==> src/rtl/mem_writer_arbiter_pkg.sv <==
// -----------------------------------------------------------------------------
// mem_writer_arbiter_pkg
// Shared types and constants for the MemWriter two-client arbiter.
//   state_e           : arbiter FSM states (IDLE, REQ, DATA, RESP)
//   ADDR_W_DEF/DATA_W_DEF : default widths of offset/length and data fields
//   req_width/data_in_width : derived channel widths
//   REQ_LEN_LSB, DIN_LAST_BIT, req_offset_lsb, din_len_lsb, din_data_lsb :
//                       field positions inside the req and data_in words
//   resp_e            : MemWriter response status codes
// -----------------------------------------------------------------------------
package mem_writer_arbiter_pkg;

    typedef enum logic [1:0] {
        IDLE = 2'd0,
        REQ  = 2'd1,
        DATA = 2'd2,
        RESP = 2'd3
    } state_e;

    typedef enum logic {
        RESP_OKAY  = 1'b0,
        RESP_ERROR = 1'b1
    } resp_e;

    localparam int ADDR_W_DEF = 16;
    localparam int DATA_W_DEF = 32;

    // req word is {offset, length}; data_in word is {data, length, last}
    localparam int REQ_LEN_LSB  = 0;
    localparam int DIN_LAST_BIT = 0;

    function automatic int req_width(input int addr_w);
        return 2 * addr_w;
    endfunction

    function automatic int data_in_width(input int addr_w, input int data_w);
        return data_w + addr_w + 1;
    endfunction

    function automatic int req_offset_lsb(input int addr_w);
        return addr_w;
    endfunction

    function automatic int din_len_lsb();
        return 1;
    endfunction

    function automatic int din_data_lsb(input int addr_w);
        return addr_w + 1;
    endfunction

endpackage

==> src/rtl/mem_writer_arbiter_rr_pick.sv <==
// -----------------------------------------------------------------------------
// mem_writer_arbiter_rr_pick
// Combinational two-way round-robin pick.
//   i_vld0, i_vld1 : request valids of client 0 / client 1
//   i_ptr          : client that wins when both request
//   o_any          : at least one client requests
//   o_idx          : index of the chosen client
// -----------------------------------------------------------------------------
module mem_writer_arbiter_rr_pick
    import mem_writer_arbiter_pkg::*;
(
    input  logic i_vld0,
    input  logic i_vld1,
    input  logic i_ptr,
    output logic o_any,
    output logic o_idx
);

    assign o_any = i_vld0 | i_vld1;
    // A lone requester always wins; the pointer only breaks ties.
    assign o_idx = (i_vld0 & i_vld1) ? i_ptr : i_vld1;

endmodule

==> src/rtl/mem_writer_arbiter.sv <==
// -----------------------------------------------------------------------------
// mem_writer_arbiter
// Shares one MemWriter between two write clients, one transaction (request,
// data beats, response) at a time, with round-robin fairness on ties.
// Only the granted client's req/data_in/resp channels are forwarded
// (combinational pass-through); the other client sees rdy=0 and resp_vld=0.
//
// Ports:
//   clk, rst                    : clock, synchronous active-high reset
//   reqN_data/vld/rdy           : client N write request {offset, length}
//   dataN_in_data/vld/rdy       : client N data beat {data, length, last}
//   respN_data/vld/rdy          : client N response status (0 = OKAY)
//   mw_req_*, mw_data_in_*      : towards MemWriter req_in / data_in
//   mw_resp_*                   : from MemWriter resp
//   grant                       : client currently owning the MemWriter
//   busy                        : FSM is not IDLE
// Optional build macro MEM_WRITER_ARBITER_STATS_EN adds:
//   grant_cnt0, grant_cnt1      : saturating completed-transaction counters
//   err_sticky                  : set once an error response is delivered
// -----------------------------------------------------------------------------
module mem_writer_arbiter
    import mem_writer_arbiter_pkg::*;
#(
    parameter int ADDR_W = ADDR_W_DEF,
    parameter int DATA_W = DATA_W_DEF
) (
    input  logic                     clk,
    input  logic                     rst,

    input  logic [2*ADDR_W-1:0]      req0_data,
    input  logic                     req0_vld,
    output logic                     req0_rdy,
    input  logic [2*ADDR_W-1:0]      req1_data,
    input  logic                     req1_vld,
    output logic                     req1_rdy,

    input  logic [DATA_W+ADDR_W:0]   data0_in_data,
    input  logic                     data0_in_vld,
    output logic                     data0_in_rdy,
    input  logic [DATA_W+ADDR_W:0]   data1_in_data,
    input  logic                     data1_in_vld,
    output logic                     data1_in_rdy,

    output logic                     resp0_data,
    output logic                     resp0_vld,
    input  logic                     resp0_rdy,
    output logic                     resp1_data,
    output logic                     resp1_vld,
    input  logic                     resp1_rdy,

    output logic [2*ADDR_W-1:0]      mw_req_data,
    output logic                     mw_req_vld,
    input  logic                     mw_req_rdy,
    output logic [DATA_W+ADDR_W:0]   mw_data_in_data,
    output logic                     mw_data_in_vld,
    input  logic                     mw_data_in_rdy,
    input  logic                     mw_resp_data,
    input  logic                     mw_resp_vld,
    output logic                     mw_resp_rdy,

    output logic                     grant,
    output logic                     busy
`ifdef MEM_WRITER_ARBITER_STATS_EN
    ,
    output logic [15:0]              grant_cnt0,
    output logic [15:0]              grant_cnt1,
    output logic                     err_sticky
`endif
);

    localparam int REQ_W = req_width(ADDR_W);
    localparam int DIN_W = data_in_width(ADDR_W, DATA_W);

    state_e r_state;
    logic   r_grant;
    logic   r_ptr;

    logic             w_any;
    logic             w_idx;
    logic [REQ_W-1:0] w_req_data;
    logic             w_req_vld;
    logic [DIN_W-1:0] w_din_data;
    logic             w_din_vld;
    logic             w_resp_rdy;
    logic             w_req_hs;
    logic             w_din_hs;
    logic             w_resp_hs;
    logic             w_req_len_zero;
    logic             w_din_last;

    mem_writer_arbiter_rr_pick u_pick (
        .i_vld0 (req0_vld),
        .i_vld1 (req1_vld),
        .i_ptr  (r_ptr),
        .o_any  (w_any),
        .o_idx  (w_idx)
    );

    // Granted client's channels, selected before state gating.
    assign w_req_data = r_grant ? req1_data     : req0_data;
    assign w_req_vld  = r_grant ? req1_vld      : req0_vld;
    assign w_din_data = r_grant ? data1_in_data : data0_in_data;
    assign w_din_vld  = r_grant ? data1_in_vld  : data0_in_vld;
    assign w_resp_rdy = r_grant ? resp1_rdy     : resp0_rdy;

    assign w_req_hs  = (r_state == REQ)  && mw_req_vld     && mw_req_rdy;
    assign w_din_hs  = (r_state == DATA) && mw_data_in_vld && mw_data_in_rdy;
    assign w_resp_hs = (r_state == RESP) && mw_resp_vld    && mw_resp_rdy;

    assign w_req_len_zero = (w_req_data[REQ_LEN_LSB +: ADDR_W] == '0);
    assign w_din_last     = w_din_data[DIN_LAST_BIT];

    assign grant = r_grant;
    assign busy  = (r_state != IDLE);

    // Pass-through for the phase currently active; everything else is held
    // at zero so idle channels never leak stale client data.
    always_comb begin
        req0_rdy        = 1'b0;
        req1_rdy        = 1'b0;
        data0_in_rdy    = 1'b0;
        data1_in_rdy    = 1'b0;
        resp0_data      = RESP_OKAY;
        resp0_vld       = 1'b0;
        resp1_data      = RESP_OKAY;
        resp1_vld       = 1'b0;
        mw_req_data     = '0;
        mw_req_vld      = 1'b0;
        mw_data_in_data = '0;
        mw_data_in_vld  = 1'b0;
        mw_resp_rdy     = 1'b0;
        case (r_state)
            REQ: begin
                mw_req_data = w_req_data;
                mw_req_vld  = w_req_vld;
                if (r_grant) req1_rdy = mw_req_rdy;
                else         req0_rdy = mw_req_rdy;
            end
            DATA: begin
                mw_data_in_data = w_din_data;
                mw_data_in_vld  = w_din_vld;
                if (r_grant) data1_in_rdy = mw_data_in_rdy;
                else         data0_in_rdy = mw_data_in_rdy;
            end
            RESP: begin
                mw_resp_rdy = w_resp_rdy;
                if (r_grant) begin
                    resp1_data = mw_resp_data;
                    resp1_vld  = mw_resp_vld;
                end else begin
                    resp0_data = mw_resp_data;
                    resp0_vld  = mw_resp_vld;
                end
            end
            default: ;
        endcase
    end

    // Transaction FSM. A reset mid-transaction simply drops the grant.
    always_ff @(posedge clk) begin
        if (rst) begin
            r_state <= IDLE;
            r_grant <= 1'b0;
            r_ptr   <= 1'b0;
        end else begin
            case (r_state)
                IDLE: begin
                    if (w_any) begin
                        r_grant <= w_idx;
                        r_state <= REQ;
                    end
                end
                REQ: begin
                    if (w_req_hs) r_state <= w_req_len_zero ? RESP : DATA;
                end
                DATA: begin
                    // Beat count is not tracked; the last flag alone ends the phase.
                    if (w_din_hs && w_din_last) r_state <= RESP;
                end
                RESP: begin
                    if (w_resp_hs) begin
                        r_ptr   <= ~r_grant;
                        r_state <= IDLE;
                    end
                end
                default: r_state <= IDLE;
            endcase
        end
    end

`ifdef MEM_WRITER_ARBITER_STATS_EN
    logic [15:0] r_grant_cnt0;
    logic [15:0] r_grant_cnt1;
    logic        r_err_sticky;

    function automatic logic [15:0] sat_inc16(input logic [15:0] v);
        return (v == 16'hFFFF) ? v : v + 16'd1;
    endfunction

    always_ff @(posedge clk) begin
        if (rst) begin
            r_grant_cnt0 <= '0;
            r_grant_cnt1 <= '0;
            r_err_sticky <= 1'b0;
        end else if (w_resp_hs) begin
            if (r_grant) r_grant_cnt1 <= sat_inc16(r_grant_cnt1);
            else         r_grant_cnt0 <= sat_inc16(r_grant_cnt0);
            if (mw_resp_data == RESP_ERROR) r_err_sticky <= 1'b1;
        end
    end

    assign grant_cnt0 = r_grant_cnt0;
    assign grant_cnt1 = r_grant_cnt1;
    assign err_sticky = r_err_sticky;
`endif

endmodule

==> config.mk <==
export PLATFORM = sky130hd
export DESIGN_NAME = mem_writer_arbiter
export DESIGN_NICKNAME = d
export VERILOG_FILES = /design/src/rtl/mem_writer_arbiter_pkg.sv /design/src/rtl/mem_writer_arbiter_rr_pick.sv /design/src/rtl/mem_writer_arbiter.sv
export SDC_FILE = /design/constraint.sdc
export NUM_CORES = 1
export LEC_CHECK = 0
export ABC_AREA = 1
export CAP_MARGIN = 5
export CORE_AREA = 2 2 103 105
export DETAILED_ROUTE_END_ITERATION = 10
export DIE_AREA = 0 0 105 107
export GPL_TIMING_DRIVEN = 0
export PLACE_DENSITY = 0.62
export SYNTH_ARGS = -nofsm -noshare
export SYNTH_HDL_FRONTEND = slang
export SYNTH_HIERARCHICAL = 1
export SYNTH_SLANG_ARGS = --single-unit
==> constraint.sdc <==
create_clock -name clk -period 1.86 [get_ports clk]
set_input_delay 0.279 -clock clk [delete_from_list [all_inputs] [get_ports clk]]
set_output_delay 0.279 -clock clk [all_outputs]
set_load 0.01 [all_outputs]
==> flow_summary_export.csv, run 1 <==
group,metric,value,unit
setup_path,max_stage_delay,350,ps
yosys,seq_area_frac_synth,4.66,%
clocking,cts_max_level,1,
setup_path,crit_arrival,1520,ps
routing,wl_per_cell,14.4,um
pwr,p_per_area,827,mW/mm2
floorplan,die-width,105,um
timing,setup_tns,0,ps
routing,first_iter_violations,166,
yosys,yosysUniqueCellTypes,19,
clocking,path_clk_slew,30,ps
floorplan,core_area,0.0101,mm2
yosys,syn_nets,564,
place,port_buffers,267,
clocking,cts_tree,"done",
setup_path,slowest_stage,"dfxtp_2",
routing,num_vias,3428,
setup_path,critPathLaunchType,"flip-flop",
yosys,ys_seq_elements,4,
clocking,root_buffer,"clkbuf_8",
layout,finish.instance_area,0.00472,mm2
min_path,hold_end,"r_ptr$_SDFFE_PP0P_",
floorplan,start_util,17.0,%
timing,finalCritPeriodShare,96.6,%
timing,slew_violations,0,
clocking,clock_latency,220,ps
outcome,status,"finished, final reports clean",
clocking,cts_buffers,3,
yosys,yosysWarnings,6,
timing,fmax,0.556,GHz
yosys,synthesis.area,0.00172,mm2
layout,diodes,0,
setup_path,critPathBufInv,5,
yosys,synth.largest_area_cell,"nand2_1",
setup_path,rr_endpoint,"r_state[0]$_SDFFE_PP0P_",
yosys,syn_area_per_cell,4.47,um2
pwr,power.leakage,0.00230,uW
clocking,clk_path_buf_depth,2,
layout,synthToLayoutAreaGrowth,174,%
global_route,grt_usage,18.7,%
timing,fin_skew,2.50,ps
layout,layout-drive-gt1-share,21.7,%
global_route,grt_max_degree,11,
routing,detail-route-antenna-nets,0,
floorplan,std_cell_rows,37,
routing,first_pass_iters,4,
global_route,grt-ovfl-total,0,
setup_path,end_kind,"primary output",
clocking,cts_sinks,4,
setup_path,worst-r2r-setup-slack,310,ps
routing,wl,11500,um
setup_path,reg2reg_depth,9,
setup_path,reg2reg_from,"grant$_SDFFE_PP0P_",
setup_path,critPathKind,"reg2out",
yosys,synthTopCellsByArea,"nand2_1 41%, a21oi_1 21%, nor2_1 7.0%",
job,maxCapViolations,0,
setup_path,path_delay_family,"buffers and inverters",
setup_path,cp_max_fo,10,
setup_path,path_cells,"inv_2 -> ha_4 -> clkinv_4 -> buf_4 -> clkbuf_8 -> a21oi_2 -> buf_2",
min_path,hold_depth,2,
routing,drc,0,
min_path,hold_path_class,"reg2reg",
timing,hold_ws,458,ps
global_route,grt_pass1_vias,3344,
yosys,synth.top_cell.area_share,41.3,%
setup_path,critical_path_required,1580,ps
timing,rsz0062_at_grt,"false",
timing,setup_violations,0,
routing,vias_per_cell,4.28,
yosys,synthCells,385,
layout,fin_nets,846,
layout,layout_commonest_cell,"nand2_1",
pwr,irDropWorstVdd,0.000469,V
floorplan,die_area,0.0112,mm2
layout,mostFrequentLayoutCells,"188 x nand2_1, 174 x clkdlybuf4s50_1, 55 x a21oi_1",
floorplan,num_io_pins,268,
global_route,antenna_found_initial,0,
min_path,min-delay-start,"r_ptr$_SDFFE_PP0P_",
timing,hold_viol,0,
floorplan,die_h,107,um
timing,relSlewSlack,79.3,%
place,hpwl,9470,um
place,gp_congestion,0.863,
timing,tightest_slew,307,ps
timing,finalCriticalPeriod,1800,ps
global_route,grt_pass1_wl,17100,um
place,dpl_cell_area,0.00456,mm2
## repair_timing
| item | CTS | global route |
|---|---|---|
| pin swaps | 0 | 2 |
| resized for setup | 318 | 69 |
| setup endpoints to repair | 93 | 56 |
| cloned | 0 | 1 |
| endpoints found under the hold margin | 0 | 0 |
| hold buffers | 0 | 0 |
| setup buffers | 8 | 1 |
## stage by stage
| stage | worst slack (ps) | instances | total power [uW] | util [%] |
|---|---|---|---|---|
| after CTS | -71.1 | 799 | 3840 | 46.8 |
| after global placement | -615 | 788 | 3460 | 45.2 |
| after detailed placement | -654 | 788 | 3490 | 45.2 |
| after floorplan | 318 | 385 | 1690 | - |
| after global routing | 2.06 | 801 | 4260 | 46.7 |
| final | 62.3 | 801 | 3900 | 46.7 |
## sequential cells by signal, summed over array words and instances, names as in the netlist
| register | cells |
|---|---|
| r_state | 2 |
| grant | 1 |
| r_ptr | 1 |
## cell families (layout without fill, tap and decap cells)
group / after synthesis / after routing / synth area share [%]
compound gates: 81 / 81 / 23.6
simple gates: 236 / 236 / 53.0
flops: 4 / 4 / 4.66
fa+ha+maj: 5 / 5 / 3.64
buf+inv: 59 / 339 / 15.1
## metal layers
layer  up-vias  global-route usage [%]  routed length, um
met5         -                       0                  0
met4         0                    3.81                197
met3        17                    5.53                967
met2       157                    35.7               5940
met1      1487                    20.4               4440
li1       1767                       -                  -
## Yosys cell counts
cell type / count
dfxtp_1: 4
a21oi_1: 73
inv_1: 30
buf_4: 1
nand2_1: 189
ha_1: 5
or2_2: 1
o21ai_1: 1
buf_6: 3
buf_2: 10
buf_1: 1
nand4_1: 2
o21ai_0: 7
clkbuf_1: 12
nor2_1: 32
or2_1: 2
nand3_1: 6
nor3_1: 4
clkinv_1: 2
## where the power goes
group	switching, uW	internal [uW]	leakage [uW]
Combinational	1870	1660	0.00225
Clock	53.1	139	0.0000216
Sequential	54.7	128	0.0000345
## worst min-delay path: stages, from the launching register on
cell and delay [ps]:
dfxtp_1 300, nand2_1 60, a21oi_1 50
## area by class of cell
cell class	count	area, um2
plain buffers	27	322
clock buffers	3	41.3
fillers	1115	5380
inverters	32	133
multi-input cells	322	1500
flip-flops and latches	4	88.8
well taps	136	170
repair buffers	277	2460
## worst max-delay path by stage
stage | cells after the start | from | endpoint | slack [ps]
floorplan | 6 | grant$_SDFFE_PP0P_ | mw_data_in_data[21] | 320
global placement | 6 | r_state[1]$_SDFFE_PP0P_ | mw_req_data[23] | -610
detailed placement | 6 | r_state[1]$_SDFFE_PP0P_ | mw_req_data[23] | -650
CTS | 7 | r_state[1]$_SDFFE_PP0P_ | mw_req_data[23] | -70
global route | 8 | grant$_SDFFE_PP0P_ | mw_data_in_data[39] | 2
finish | 7 | r_state[1]$_SDFFE_PP0P_ | mw_req_data[23] | 60
No activity file was read; power rests on OpenSTA's default activity.
==> run 2, diff against run 1 <==
GPL_TIMING_DRIVEN = unset   (was 0)
==> flow_summary_export.csv, run 2 (synthesis results as in run 1) <==
group,metric,value,unit
global_route,grt_pass1_wl,16000,um
clocking,path_clk_slew,30,ps
job,maxCapViolations,0,
setup_path,cp_max_fo,29,
clocking,clock_latency,210,ps
setup_path,critPathLaunchType,"flip-flop",
timing,finalCritPeriodShare,96.2,%
layout,largest_reg_flops,2,
clocking,cts_sinks,4,
layout,layout_commonest_cell,"nand2_1",
pwr,irDropWorstVdd,0.000393,V
setup_path,crit_arrival,1510,ps
routing,wl_per_cell,13.8,um
setup_path,worst-r2r-setup-slack,320,ps
place,place_ws,-175,ps
outcome,status,"finished, final reports clean",
routing,first_pass_iters,4,
timing,fin_ws,70.2,ps
floorplan,die-width,105,um
layout,diodes,0,
floorplan,core_area,0.0101,mm2
floorplan,num_io_pins,268,
global_route,grt_pass1_vias,3241,
timing,setup_violations,0,
timing,fmax,0.559,GHz
routing,detail-route-antenna-nets,0,
routing,first_iter_violations,163,
floorplan,die_area,0.0112,mm2
place,gp_congestion,0.828,
global_route,grt_max_degree,37,
clocking,cts_buffers,3,
layout,mostFrequentLayoutCells,"189 x nand2_1, 174 x clkdlybuf4s50_1, 72 x a21oi_1",
timing,rsz0062_at_grt,"false",
setup_path,end_kind,"primary output",
clocking,hold_buffers,0,
setup_path,reg2reg_from,"r_state[1]$_SDFFE_PP0P_",
min_path,min-delay-start,"r_ptr$_SDFFE_PP0P_",
timing,finalCriticalPeriod,1790,ps
clocking,cts_tree,"done",
layout,layout-drive-gt1-share,11.6,%
routing,drc,0,
setup_path,reg2reg_depth,10,
routing,vias_per_cell,4.25,
clocking,cts_max_level,1,
floorplan,die_h,107,um
routing,num_vias,3361,
timing,relSlewSlack,80.4,%
setup_path,critical_path_required,1580,ps
global_route,antenna_found_initial,0,
timing,slew_violations,0,
clocking,clk_path_buf_depth,2,
layout,largest_register,"r_state",
layout,finish.instance_area,0.00464,mm2
pwr,power.leakage,0.00229,uW
timing,setup_tns,0,ps
setup_path,critPathKind,"reg2out",
clocking,root_buffer,"clkbuf_8",
timing,hold_viol,0,
pwr,p_per_area,787,mW/mm2
min_path,hold_depth,2,
timing,tightest_slew,291,ps
global_route,grt_usage,17.4,%
timing,hold_ws,475,ps
setup_path,rr_endpoint,"r_state[0]$_SDFFE_PP0P_",
global_route,grt-ovfl-total,0,
place,dpl_cell_area,0.00466,mm2
layout,fin_nets,835,
timing,fin_skew,1.14,ps
floorplan,std_cell_rows,37,
min_path,hold_path_class,"reg2reg",
place,port_buffers,267,
place,hpwl,8720,um
routing,wl,10900,um
floorplan,start_util,17.0,%
pwr,total_power,3650,uW
layout,synthToLayoutAreaGrowth,170,%
min_path,hold_end,"r_ptr$_SDFFE_PP0P_",
## run 2: cell count changes in the layout (fill, tap and decap cells not counted), moves of 5 or more
cell / previous run / this run
clkbuf_2: 16 / 35
buf_2: 46 / 0
a21oi_2: 17 / 1
clkdlybuf4s15_1: 3 / 23
dlygate4sd2_1: 20 / 33
clkbuf_4: 6 / 0
clkbuf_8: 8 / 3
a21oi_1: 55 / 72
clkdlybuf4s15_2: 9 / 1
## run 2: metrics by stage
stage / util [%] / instances
after floorplan: - / 385
after global placement: 46.1 / 782
after detailed placement: 46.1 / 782
after CTS: 46.4 / 787
after global routing: 45.9 / 790
final: 45.9 / 790
## run 2: area by class of cell
| class | instances | area [um2] |
|---|---|---|
| inverters | 32 | 125 |
| fillers | 1073 | 5460 |
| clock buffers | 3 | 41.3 |
| multi-input cells | 322 | 1410 |
| repair buffers | 293 | 2810 |
| flip-flops and latches | 4 | 86.3 |
| well taps | 136 | 170 |
## run 2: worst max-delay path by stage
stage / start / endpoint / cells after the start
final: grant$_SDFFE_PP0P_ / mw_req_data[14] / 5
after global routing: r_state[0]$_SDFFE_PP0P_ / mw_data_in_data[3] / 6
after CTS: grant$_SDFFE_PP0P_ / resp1_data / 4
after detailed placement: r_state[0]$_SDFFE_PP0P_ / mw_data_in_data[11] / 6
after global placement: r_state[0]$_SDFFE_PP0P_ / mw_data_in_data[11] / 6
after floorplan: grant$_SDFFE_PP0P_ / mw_data_in_data[21] / 6
## run 2: power breakdown
| group | switching [uW] | internal, uW |
|---|---|---|
| clock network | 41.0 | 138 |
| logic | 1720 | 1570 |
| registers | 55.3 | 123 |
| total | 1820 | 1840 |
## run 2: worst max-delay path, cell delays in order, from the launching register on
cell and delay (ps):
dfxtp_4 380, buf_12 170, or2_2 290, o21ai_1 110
nor2_1 50, dlygate4sd2_1 280
## run 2: layer usage
| layer | up-vias | part of all wire, % | GRT usage, % |
|---|---|---|---|
| met5 | - | 0 | 0 |
| met3 | 8 | 8.0 | 4.07 |
| li1 | 1739 | - | - |
| met1 | 1463 | 39 | 19.5 |
| met4 | 0 | 1.1 | 2.67 |
| met2 | 151 | 52 | 34.0 |
## run 2: timing repair
action / CTS / global route
endpoints found under the setup margin: 93 / 66
cloned: 2 / 1
buffers inserted: 0 / 2
gates resized for setup: 108 / 97
